--- config.mk ---
export PLATFORM = sky130hd
export DESIGN_NAME = display_scan_ctrl
export DESIGN_NICKNAME = d
export VERILOG_FILES = /design/src/rtl/display_scan_ctrl_pkg.sv /design/src/rtl/display_slot_timer.sv /design/src/rtl/display_scan_ctrl.sv
export SDC_FILE = /design/constraint.sdc
export NUM_CORES = 1
export LEC_CHECK = 0
export BUFFER_PORTS_ARGS = -buffer_cell sky130_fd_sc_hd__buf_2
export CAP_MARGIN = 25
export CELL_PAD_IN_SITES_DETAIL_PLACEMENT = 2
export CELL_PAD_IN_SITES_GLOBAL_PLACEMENT = 2
export CORE_ASPECT_RATIO = 1.25
export CORE_UTILIZATION = 30
export DETAILED_ROUTE_END_ITERATION = 7
export GPL_ROUTABILITY_DRIVEN = 0
export PLACE_DENSITY_LB_ADDON = 0.1
export RECOVER_POWER = 100
export SLEW_MARGIN = 20
export SYNTH_ARGS = -nofsm -noshare
export SYNTH_HDL_FRONTEND = slang
export SYNTH_SLANG_ARGS = --single-unit
--- constraint.sdc ---
create_clock -name clk -period 2.23 [get_ports clk]
set_input_delay 0.1115 -clock clk [delete_from_list [all_inputs] [get_ports clk]]
set_output_delay 0.1115 -clock clk [all_outputs]
set_load 0.01 [all_outputs]
--- src/rtl/display_scan_ctrl_pkg.sv ---
// Shared types and constants for the multiplexed 7-segment scan controller.
package disp_pkg;

  typedef enum logic [1:0] {IDLE, BLANK, SHOW} scan_state_t;

  localparam logic [6:0] SEG_OFF    = 7'b1111111;
  localparam logic       AN_OFF_BIT = 1'b1;

endpackage

--- src/rtl/display_slot_timer.sv ---
// Per-digit slot counter: counts 0..REFRESH_DIV-1 while run is high, parks at 0 otherwise.
// in_show marks the post-blanking part of the slot; slot_end marks its last cycle.
module display_slot_timer
  import disp_pkg::*;
#(
  parameter int unsigned REFRESH_DIV  = 50000,
  parameter int unsigned BLANK_CYCLES = 16,
  localparam int unsigned CW          = $clog2(REFRESH_DIV)
) (
  input  logic          clk,
  input  logic          rst,
  input  logic          run,
  output logic [CW-1:0] cnt,
  output logic          in_show,
  output logic          slot_end
);

  localparam logic [CW-1:0] CNT_LAST   = CW'(REFRESH_DIV - 1);
  localparam logic [CW-1:0] SHOW_FIRST = CW'(BLANK_CYCLES);

  logic [CW-1:0] cnt_q, cnt_d;

  always_comb begin
    cnt_d = cnt_q;
    if (!run) begin
      cnt_d = '0;
    end else if (cnt_q == CNT_LAST) begin
      cnt_d = '0;
    end else begin
      cnt_d = cnt_q + CW'(1);
    end
  end

  always_ff @(posedge clk) begin
    if (rst) begin
      cnt_q <= '0;
    end else begin
      cnt_q <= cnt_d;
    end
  end

  assign cnt      = cnt_q;
  assign in_show  = (cnt_q >= SHOW_FIRST);
  assign slot_end = (cnt_q == CNT_LAST);

endmodule

--- src/rtl/display_scan_ctrl.sv ---
// Scans N common-anode digits through one shared BCD->7-seg decoder with a blanking guard per slot.
// Segment/anode/dp outputs are registered one cycle after the state decision; frame_tick is combinational.
module display_scan_ctrl
  import disp_pkg::*;
#(
  parameter int unsigned N_DIGITS     = 4,
  parameter int unsigned REFRESH_DIV  = 50000,
  parameter int unsigned BLANK_CYCLES = 16
) (
  input  logic                  clk,
  input  logic                  rst,
  input  logic                  en,
  input  logic [4*N_DIGITS-1:0] digits_in,
  input  logic [N_DIGITS-1:0]   dp_in,
  input  logic                  lz_blank,
  output logic [3:0]            bcd_sel,
  input  logic [6:0]            seg_in,
  output logic [6:0]            seg_out,
  output logic                  dp_out,
  output logic [N_DIGITS-1:0]   an_out,
  output logic                  frame_tick
);

  localparam int unsigned IW = (N_DIGITS > 1) ? $clog2(N_DIGITS) : 1;
  localparam int unsigned CW = $clog2(REFRESH_DIV);

  localparam logic [IW-1:0]       IDX_LAST   = IW'(N_DIGITS - 1);
  localparam logic [CW-1:0]       BLANK_LAST = CW'(BLANK_CYCLES - 1);
  localparam logic [N_DIGITS-1:0] AN_ALL_OFF = {N_DIGITS{AN_OFF_BIT}};

  scan_state_t           state_q, state_d;
  logic [IW-1:0]         idx_q, idx_d;
  logic [4*N_DIGITS-1:0] snap_dig_q, snap_dig_d;
  logic [N_DIGITS-1:0]   snap_dp_q, snap_dp_d;
  logic                  snap_lz_q, snap_lz_d;
  logic [3:0]            bcd_q, bcd_d;
  logic [6:0]            seg_q, seg_d;
  logic                  dp_q, dp_d;
  logic [N_DIGITS-1:0]   an_q, an_d;

  logic                  active;
  logic                  run;
  logic [CW-1:0]         cnt;
  logic                  in_show;
  logic                  slot_end;
  logic                  show_end;
  logic                  frame_start;
  logic [N_DIGITS-1:0]   supp;
  logic                  zero_run;
  logic [3:0]            cur_digit;
  logic                  cur_dp;
  logic                  cur_supp;
  logic [N_DIGITS-1:0]   an_sel;

  assign active = en & ~rst;
  assign run    = active & (state_q != IDLE);

  display_slot_timer #(
    .REFRESH_DIV  (REFRESH_DIV),
    .BLANK_CYCLES (BLANK_CYCLES)
  ) u_timer (
    .clk      (clk),
    .rst      (rst),
    .run      (run),
    .cnt      (cnt),
    .in_show  (in_show),
    .slot_end (slot_end)
  );

  assign show_end    = (state_q == SHOW) & in_show & slot_end;
  // Inputs are latched only when a frame begins, so a frame never mixes old and new digits.
  assign frame_start = active & ((state_q == IDLE) | (show_end & (idx_q == IDX_LAST)));

  // Zero digits from the top down are dark until the first nonzero one; digit 0 always shows.
  always_comb begin
    supp     = '0;
    zero_run = 1'b1;
    for (int i = N_DIGITS - 1; i >= 1; i--) begin
      zero_run = zero_run & (snap_dig_q[4*i +: 4] == 4'd0);
      supp[i]  = snap_lz_q & zero_run;
    end
  end

  always_comb begin
    cur_digit = '0;
    cur_dp    = 1'b0;
    cur_supp  = 1'b0;
    an_sel    = AN_ALL_OFF;
    for (int i = 0; i < N_DIGITS; i++) begin
      if (idx_q == IW'(i)) begin
        cur_digit = snap_dig_q[4*i +: 4];
        cur_dp    = snap_dp_q[i];
        cur_supp  = supp[i];
        an_sel[i] = ~AN_OFF_BIT;
      end
    end
  end

  always_ff @(posedge clk) begin
    if (rst) begin
      state_q    <= IDLE;
      idx_q      <= '0;
      snap_dig_q <= '0;
      snap_dp_q  <= '0;
      snap_lz_q  <= 1'b0;
      bcd_q      <= '0;
      seg_q      <= SEG_OFF;
      dp_q       <= 1'b1;
      an_q       <= AN_ALL_OFF;
    end else begin
      state_q    <= state_d;
      idx_q      <= idx_d;
      snap_dig_q <= snap_dig_d;
      snap_dp_q  <= snap_dp_d;
      snap_lz_q  <= snap_lz_d;
      bcd_q      <= bcd_d;
      seg_q      <= seg_d;
      dp_q       <= dp_d;
      an_q       <= an_d;
    end
  end

  always_comb begin
    state_d    = state_q;
    idx_d      = idx_q;
    snap_dig_d = snap_dig_q;
    snap_dp_d  = snap_dp_q;
    snap_lz_d  = snap_lz_q;
    unique case (state_q)
      IDLE: begin
        idx_d = '0;
        if (active) state_d = BLANK;
      end
      BLANK: begin
        if (cnt == BLANK_LAST) state_d = SHOW;
      end
      SHOW: begin
        if (show_end) begin
          state_d = BLANK;
          idx_d   = (idx_q == IDX_LAST) ? '0 : idx_q + IW'(1);
        end
      end
      default: state_d = IDLE;
    endcase
    if (frame_start) begin
      snap_dig_d = digits_in;
      snap_dp_d  = dp_in;
      snap_lz_d  = lz_blank;
    end
    if (!active) begin
      state_d = IDLE;
      idx_d   = '0;
    end
  end

  // Outputs are registered from the next state so anodes and segments switch on the same edge.
  always_comb begin
    bcd_d = bcd_q;
    seg_d = SEG_OFF;
    dp_d  = 1'b1;
    an_d  = AN_ALL_OFF;
    if (state_d == IDLE) begin
      bcd_d = '0;
    end else if ((state_q == BLANK) && (cnt == '0)) begin
      bcd_d = cur_digit;
    end
    if ((state_d == SHOW) && !cur_supp) begin
      seg_d = seg_in;
      dp_d  = ~cur_dp;
      an_d  = an_sel;
    end
  end

  assign frame_tick = show_end & (idx_q == IDX_LAST);
  assign bcd_sel    = bcd_q;
  assign seg_out    = seg_q;
  assign dp_out     = dp_q;
  assign an_out     = an_q;

endmodule

==> impl_metrics.json, run 1 <==
{
  "setup-violations-final": 0,
  "grt_pass1_wl_mm": 12.3,
  "grt_setup_unrepaired": "false",
  "cts_max_level": 3,
  "p_int_uw": 1790,
  "netSwitchingFraction_pct": 22.3,
  "period_needed_ns": 2.05,
  "cts.sinks": 57,
  "clk_pin_slew_ns": 0.06,
  "cts-buffers-inserted": 9,
  "cp_data_arrival_time_ns": 2.28,
  "syn_nets": 293,
  "finalSetupTns_ns": 0,
  "drc_errors": 0,
  "worst_clock_skew_ns": 0.0113,
  "area_delta_synth_final_pct": 34.5,
  "die_area_sq_mm": 0.00856,
  "ys_ff_latch": 57,
  "synth_cells": 256,
  "crit_fanout": 21,
  "slew_violations": 0,
  "multi_input_comb_area_sq_mm": 0.00121,
  "first_iter_violations": 40,
  "max_stage_delay_ns": 0.59,
  "die_x_microns": 83.0,
  "comb_power_share_pct": 6.5,
  "diodes": 0,
  "wl_mm": 7.52,
  "cpMaxStageDelayCell": "or4_4",
  "grt_pass1_vias": 2417,
  "coreArea_sq_mm": 0.00788,
  "drtPass1Iterations": 4,
  "fin_total_pwr_uw": 2300,
  "cts_root_buffer": "clkbuf_8",
  "viasPerCell": 5.00,
  "regArea_sq_mm": 0.00114,
  "crit_buf_inv": 1,
  "powerDensity_mw_per_mm2": 697,
  "die_h_microns": 103,
  "fillCellCount": 870,
  "grt_max_degree": 22,
  "clock_power_share_pct": 47.3,
  "clock_path_buffers": 2,
  "start_util_pct": 31.2,
  "synth_area_per_cell_sq_um": 9.60,
  "portBuffers": 47,
  "crit_family": "simple AND/OR/NAND/NOR gates",
  "min_path_type": "in2reg",
  "track_usage_pct": 18.8,
  "nets": 380,
  "synth.yosys.seq_area_share_pct": 46.4,
  "seqPwrFrac_pct": 46.2,
  "layout-drive-gt1-share_pct": 21.3,
  "clock_latency_ns": 0.35,
  "ios": 48,
  "status": "completed",
  "p_leak_uw": 0.00126,
  "ir_drop_v": 0.000435,
  "slew_headroom_pct": 72.6,
  "cp_cell_sequence": "or4_4 > nor2_1 > and3_2 > a41oi_1 > clkbuf_4 > a22o_1",
  "r2r_setup_slack_ns": 0.18,
  "route.detailed.wl_per_inst_microns": 17.0,
  "tightest_slew_ns": 0.408,
  "syn_area_sq_mm": 0.00246,
  "endpoint_kind": "register",
  "grt-ovfl-total": 0,
  "path_class": "reg2reg",
  "synth_warnings": 0,
  "grt_antenna_before_repair": 0,
  "postRouteAntennaNets": 0,
  "switching_power_uw": 513,
  "finalHoldViolCount": 0,
  "vias": 2213,
  "hpwl_mm": 5.18,
  "critPathLaunchType": "register",
  "fmax_mhz": 487,
  "synth.distinct_cells": 45,
  "tritoncts": "built",
  "num_rows": 36,
  "drv_cap": 0,
  "cp.required_ns": 2.46,
  "min_period_over_period_pct": 92.0
}
-- worst register-to-register path, stage by stage (launching register included) --
cell      delay [ns]
dfxtp_1         0.35
or4_4           0.59
nor2_1          0.13
and3_2          0.25
a41oi_1         0.13
clkbuf_4        0.26
a22o_1          0.23
-- cell usage in the layout, fill, tap and decap left out, types with 4 or more instances in the layout --
cell type / count
a21oi_1: 8
dlygate4sd3_1: 27
nor2_1: 25
xnor2_1: 5
and3_1: 4
nand2b_1: 5
xor2_1: 9
o21ai_0: 6
nand3_1: 18
clkbuf_1: 17
dfxtp_1: 57
ha_1: 6
a22o_1: 21
buf_2: 31
o211ai_1: 5
nand2_1: 26
or2_1: 8
inv_1: 5
clkbuf_8: 10
buf_4: 11
nor2b_1: 6
-- Yosys cell counts, drive strengths merged --
library cell	number	share of area, %
a221oi	1	0.36
and4b	1	0.41
nor3	2	0.41
nor2	25	3.8
o21ai	7	1.6
a41oi	1	0.36
a41o	1	0.41
or4	2	0.76
nand2	26	4.0
nor4	4	2.2
dfxtp	57	46
or2	8	2.0
a22o	21	7.5
and3	6	1.6
xnor2	5	1.8
o211ai	5	1.5
a21oi	9	2.0
nand2b	5	1.3
xor2	9	3.2
nor2b	6	1.5
buf	10	3.1
a31oi	2	0.51
nand4	1	0.25
or4b	2	0.97
ha	6	3.1
and2	1	0.25
or2b	1	0.36
nor4b	2	1.9
a21o	1	0.31
and4	1	0.36
nand3	18	3.7
or3	1	0.25
clkbuf	2	0.36
nand3b	2	0.76
inv	5	0.76
-- path summary, 6_finish.rpt --
check,startpoint,end,cells past startpoint
max,u_timer.cnt[4],snap_dig_q[15],6
min,digits_in[15],snap_dig_q[15],2
max reg2reg,u_timer.cnt[4],snap_dig_q[15],6
min reg2reg,bcd_sel[2],bcd_sel[2],2
-- per-layer routing --
layer | global-route usage, % | share of wire, %
met5 | 0 | 0
met4 | 10.2 | 2.6
met2 | 35.9 | 55
met1 | 19.1 | 39
met3 | 4.76 | 3.3
-- registers in the layout, indices dropped and copies added (netlist names) --
signal	cells
snap_dp_q	4
idx_q	2
u_timer.cnt	16
bcd_sel	4
snap_dig_q	16
an_out	4
seg_out	7
snap_lz_q	1
dp_out	1
state_q	2
-- metrics by stage --
stage          instances  instance area, sq um  hold WS [ns]  setup WS, ns  utilization, %
4_1_cts              443                  3340        0.0159         0.128            42.4
3_3_place_gp         400                  2850         0.291         0.228            36.2
6_report             443                  3310        0.0263         0.178            42.0
3_5_place_dp         400                  2850         0.295         0.198            36.2
2_1_floorplan        256                  2460         0.211         0.356               -
5_1_grt              443                  3310        0.0162        0.0142            42.0
-- layout make-up --
cell class | count | area share, %
multi-input combinational | 182 | 36.5
sequential | 57 | 34.5
timing repair buffer | 88 | 18.2
clock buffer | 11 | 4.28
tap | 95 | 3.59
clock inverter | 5 | 2.38
inverter | 5 | 0.568
-- logic make-up (layout without fill, tap and decap cells) --
logic type	Yosys count	count (layout)	share of synthesized area (%)
AO/OA/AOI/OAI	48	48	14.5
XOR/XNOR	14	14	4.99
adder cells (fa/ha/maj)	6	6	3.05
buffers and inverters	17	109	4.17
flip-flops	57	57	46.4
AND/OR/NAND/NOR	114	114	26.9
-- timing repair --
item                                   CTS  global route
buffers inserted                         0             0
hold buffers                            27             0
gates resized for setup                  0             1
setup endpoints to repair                0             2
endpoints found under the hold margin   27             0
-- power groups by stage --
stage               logic [uW]  registers (uW)  clock network (uW)
floorplan                 63.1            1080                   0
global placement           111            1090                   0
finish                     150            1060                1090
CTS                        152            1060                1130
detailed placement         113            1090                   0
global route               164            1070                1170
No activity file was read; power rests on OpenSTA's default activity.
==> run 2, diff against run 1 <==
--- a/config.mk
+++ b/config.mk
@@ -19,3 +19,4 @@
 export SYNTH_ARGS = -nofsm -noshare
 export SYNTH_HDL_FRONTEND = slang
 export SYNTH_SLANG_ARGS = --single-unit
+export TNS_END_PERCENT = 30
==> constraint.sdc (replaced) <==
create_clock -name clk -period 2.23 [get_ports clk]
set_input_delay 0.1115 -clock clk [delete_from_list [all_inputs] [get_ports clk]]
set_output_delay 0.1115 -clock clk [all_outputs]
set_load 0.1 [all_outputs]
==> run 2 against run 1 <==
Compared with the run above: wire length decreased by 3.9%; worst setup slack got worse by 0.068 ns; non-clock buffer count unchanged; worst hold slack got worse by 0.0099 ns; clock-buffer cell count unchanged; combinational power decreased by 3%; critical path depth decreased by 1; fmax decreased by 3.2%; utilization decreased by 0.079 points.
==> impl_metrics.json, run 2 (synthesis gave the netlist of run 1 again) <==
{
  "die_h_microns": 103,
  "route.detailed.wl_per_inst_microns": 16.3,
  "fmax_mhz": 472,
  "die_area_sq_mm": 0.00856,
  "cpMaxStageDelayCell": "or4_4",
  "path_class": "reg2out",
  "cp_cell_sequence": "or4_4 > nor2_1 > and3_4 > and3_1 > buf_6",
  "coreArea_sq_mm": 0.00788,
  "clock_power_share_pct": 45.4,
  "whs_path_depth": 2,
  "holdWs_ns": 0.0163,
  "p_int_uw": 1700,
  "wl_mm": 7.23,
  "ir_drop_v": 0.000509,
  "critPathLaunchType": "register",
  "r2r_end": "snap_dig_q[0]",
  "nets": 380,
  "min_from": "digits_in[15]",
  "netSwitchingFraction_pct": 23.3,
  "drv_cap": 0,
  "hold_end": "snap_dig_q[15]",
  "grt_antenna_before_repair": 0,
  "finalSetupTns_ns": 0,
  "min_period_over_period_pct": 95.1,
  "switching_power_uw": 517,
  "cp_data_arrival_time_ns": 2.01,
  "grt_setup_unrepaired": "false",
  "slew_headroom_pct": 20.2,
  "comb_power_share_pct": 6.6,
  "r2r_setup_slack_ns": 0.14,
  "max_stage_delay_ns": 0.58,
  "layout-drive-gt1-share_pct": 21.6,
  "endpoint_kind": "output port",
  "worst_clock_skew_ns": 0.00575,
  "cp.required_ns": 2.12,
  "postRouteAntennaNets": 0,
  "clock_latency_ns": 0.34,
  "die_x_microns": 83.0,
  "cts_root_buffer": "clkbuf_8",
  "finalHoldViolCount": 0,
  "final_common_cell": "dfxtp_1",
  "diodes": 0,
  "grt_max_degree": 22,
  "clock_path_buffers": 2,
  "pre_cts_slack_ns": 0.186,
  "clk_pin_slew_ns": 0.06,
  "start_util_pct": 31.2,
  "final_area_sq_mm": 0.00330,
  "p_leak_uw": 0.00126,
  "cts.sinks": 57,
  "area_delta_synth_final_pct": 34.2,
  "num_rows": 36,
  "drc_errors": 0,
  "r2r_cells": 6,
  "period_needed_ns": 2.12,
  "place_area_sq_mm": 0.00285,
  "tritoncts": "built",
  "ios": 48,
  "tightest_slew_ns": 1.20,
  "cts-buffers-inserted": 9,
  "track_usage_pct": 18.1,
  "grt_pass1_wl_mm": 11.8,
  "mostFrequentLayoutCells": "dfxtp_1 (57), buf_2 (30), dlygate4sd3_1 (27)",
  "setup-violations-final": 0,
  "min_path_type": "in2reg",
  "slew_violations": 0,
  "vias": 2154,
  "powerDensity_mw_per_mm2": 673,
  "first_iter_violations": 50,
  "crit_fanout": 6,
  "fin_util_pct": 41.9,
  "setup_ws_ns": 0.110,
  "grt_pass1_vias": 2272,
  "seqPwrFrac_pct": 48.0,
  "cts_max_level": 3,
  "viasPerCell": 4.86,
  "hpwl_mm": 5.16,
  "grt-ovfl-total": 0,
  "status": "completed",
  "r2r_start": "u_timer.cnt[4]",
  "portBuffers": 47,
  "drtPass1Iterations": 4
}
run 2: area by class of cell:
| type | instances | area (sq um) |
|---|---|---|
| well taps | 95 | 119 |
| fillers | 873 | 4580 |
| inverters | 5 | 18.8 |
| clock inverters | 5 | 53.8 |
| flip-flops and latches | 57 | 1140 |
| repair buffers | 88 | 604 |
| multi-input cells | 182 | 1210 |
| clock buffers | 11 | 151 |
run 2: routing by layer:
metal,track usage (%),wire length [microns],vias to the layer above
li1,-,-,1074
met2,34.4,3960,32
met3,5.56,244,8
met4,6.37,78,0
met1,19.2,2950,1040
met5,0,0,-
run 2: repair_timing:
item	CTS	global route
endpoints found under the setup margin	0	2
hold buffers	27	0
hold endpoints to repair	27	0
buffers inserted	0	2
resized for setup	0	2
run 2: power groups by stage:
stage / sequential [uW] / combinational, uW / clock (uW)
3_3_place_gp: 1090 / 112 / 0
3_5_place_dp: 1090 / 113 / 0
2_1_floorplan: 1080 / 63.1 / 0
4_1_cts: 1070 / 151 / 1040
6_report: 1070 / 146 / 1010
5_1_grt: 1070 / 162 / 1090
run 2: how the worst max path moves through the flow:
stage	start	end	slack, ns	cells past startpoint
after global routing	u_timer.cnt[4]	frame_tick	0.01	5
after CTS	u_timer.cnt[8]	frame_tick	0.03	5
after floorplan	u_timer.cnt[4]	frame_tick	0.13	4
after global placement	u_timer.cnt[4]	an_out[0]	0.22	5
final	u_timer.cnt[4]	frame_tick	0.11	5
after detailed placement	u_timer.cnt[4]	seg_out[2]	0.19	5
run 2: stage by stage:
stage / total power, uW / cells
3_3_place_gp: 1200 / 398
6_report: 2220 / 443
3_5_place_dp: 1200 / 398
2_1_floorplan: 1150 / 256
5_1_grt: 2320 / 443
4_1_cts: 2260 / 441
run 2: critical path, delay by kind of cell (launching register included):
kind                   cells  cell delay (ns)
DFF                        1             0.35
and+or+nand+nor            4             1.09
buffers and inverters      1             0.23
==> run 3, diff against run 2 <==
--- a/config.mk
+++ b/config.mk
@@ -10,6 +10,7 @@
 export CELL_PAD_IN_SITES_DETAIL_PLACEMENT = 2
 export CELL_PAD_IN_SITES_GLOBAL_PLACEMENT = 2
 export CORE_ASPECT_RATIO = 1.25
+export CORE_MARGIN = 8
 export CORE_UTILIZATION = 30
 export DETAILED_ROUTE_END_ITERATION = 7
 export GPL_ROUTABILITY_DRIVEN = 0
==> run 3 against run 2 <==
Compared with the run above: clock-buffer cell count shrank 1; flip-flop and latch count unchanged; critical endpoint unchanged; via count up 0.46%; clock skew is 0.0094 ns higher; clock power up 8%; sequential power about the same; critical path depth did not move; design area rose by 0.49%; wire length up 4.1%.
==> impl_metrics.json, run 3 (synthesis gave the netlist of run 1 again) <==
{
  "p_int_uw": 1770,
  "start_util_pct": 30.3,
  "mostFrequentLayoutCells": "dfxtp_1 (57), buf_2 (30), dlygate4sd3_1 (27)",
  "min_path_type": "in2reg",
  "wl_mm": 7.52,
  "slew_headroom_pct": 19.7,
  "fin_util_pct": 40.9,
  "coreArea_sq_mm": 0.00810,
  "first_iter_violations": 57,
  "finalSetupTns_ns": 0,
  "clock_power_share_pct": 47.3,
  "finalHoldViolCount": 0,
  "r2r_start": "u_timer.cnt[4]",
  "ios": 48,
  "die_area_sq_mm": 0.0114,
  "final_area_sq_mm": 0.00332,
  "final_common_cell": "dfxtp_1",
  "cts_root_buffer": "clkbuf_8",
  "min_from": "digits_in[14]",
  "tritoncts": "built",
  "drc_errors": 0,
  "powerDensity_mw_per_mm2": 695,
  "grt-ovfl-total": 0,
  "fin_total_pwr_uw": 2300,
  "netSwitchingFraction_pct": 23.3,
  "cts_max_level": 3,
  "cp.required_ns": 2.12,
  "nets": 380,
  "seqPwrFrac_pct": 46.1,
  "slew_violations": 0,
  "switching_power_uw": 538,
  "critPathLaunchType": "register",
  "track_usage_pct": 13.7,
  "min_period_over_period_pct": 94.5,
  "cp_data_arrival_time_ns": 2.00,
  "grt_pass1_vias": 2382,
  "die_h_microns": 117,
  "cts.sinks": 57,
  "place_inst": 402,
  "path_class": "reg2out",
  "postRouteAntennaNets": 0,
  "crit_fanout": 6,
  "cp-startpoint": "u_timer.cnt[4]",
  "status": "completed",
  "period_needed_ns": 2.11,
  "hpwl_mm": 5.46,
  "worst_clock_skew_ns": 0.0152,
  "drv_cap": 0,
  "die_x_microns": 97.0,
  "num_rows": 37,
  "vias": 2164,
  "clk_pin_slew_ns": 0.07,
  "clock_path_buffers": 2,
  "place_area_sq_mm": 0.00287,
  "route.detailed.wl_per_inst_microns": 16.9,
  "diodes": 0,
  "grt_setup_unrepaired": "false",
  "drtPass1Iterations": 4,
  "fmax_mhz": 474,
  "tightest_slew_ns": 1.21,
  "comb_power_share_pct": 6.5,
  "layout-drive-gt1-share_pct": 21.3,
  "viasPerCell": 4.86,
  "ir_drop_v": 0.000385,
  "portBuffers": 47,
  "fillCellCount": 908,
  "endpoint_kind": "output port",
  "area_delta_synth_final_pct": 34.9,
  "p_leak_uw": 0.00126,
  "cts-buffers-inserted": 9,
  "grt_antenna_before_repair": 0,
  "grt_max_degree": 22,
  "setup-violations-final": 0,
  "instances_no_fill": 445,
  "grt_pass1_wl_mm": 12.2,
  "clock_latency_ns": 0.35
}
run 3: final timing paths:
path,endpoint,slack (ns),depth (start not counted)
worst min register to register,bcd_sel[0],0.48,2
worst max register to register,dp_out,0.15,5
worst min-delay path,snap_dig_q[14],0.01,2
worst max-delay path,frame_tick,0.12,5
run 3: critical path: stages, from the launching register on:
cell and delay (ns):
dfxtp_1 0.35, or4_4 0.57, nor2_1 0.12, and3_4 0.23, and3_4 0.19, buf_8 0.19
run 3: final cells by class:
type | instances | area [sq um] | area share, %
Clock buffer | 10 | 128 | 3.85
Sequential cell | 57 | 1140 | 34.4
Clock inverter | 6 | 91.3 | 2.75
Timing Repair Buffer | 88 | 611 | 18.4
Inverter | 5 | 18.8 | 0.566
Multi-Input combinational cell | 182 | 1210 | 36.4
Tap cell | 97 | 121 | 3.66
run 3: what timing repair did:
action | 4_1_cts | 5_1_grt
setup buffers | 0 | 0
endpoints found under the hold margin | 27 | 0
resized for setup | 0 | 2
hold buffers | 27 | 0
endpoints found under the setup margin | 0 | 1
run 3: power groups by stage:
stage	clock network [uW]	registers, uW	logic (uW)
floorplan	0	1080	63.1
global placement	0	1090	114
detailed placement	0	1090	117
CTS	1130	1060	154
global route	1180	1070	165
finish	1090	1060	151
run 3: per-layer routing:
| layer | global-route usage, % | share of wire, % |
|---|---|---|
| met3 | 3.70 | 3.3 |
| met1 | 13.7 | 41 |
| met5 | 0 | 0 |
| met2 | 26.0 | 55 |
| met4 | 6.17 | 1.6 |
run 3: through the flow:
| step | worst slack [ns] | hold WS [ns] |
|---|---|---|
| 2_1_floorplan | 0.125 | 0.211 |
| 3_3_place_gp | 0.224 | 0.290 |
| 3_5_place_dp | 0.189 | 0.298 |
| 4_1_cts | 0.0295 | 0.00208 |
| 5_1_grt | 0.0130 | 0.00137 |
| 6_report | 0.122 | 0.0111 |
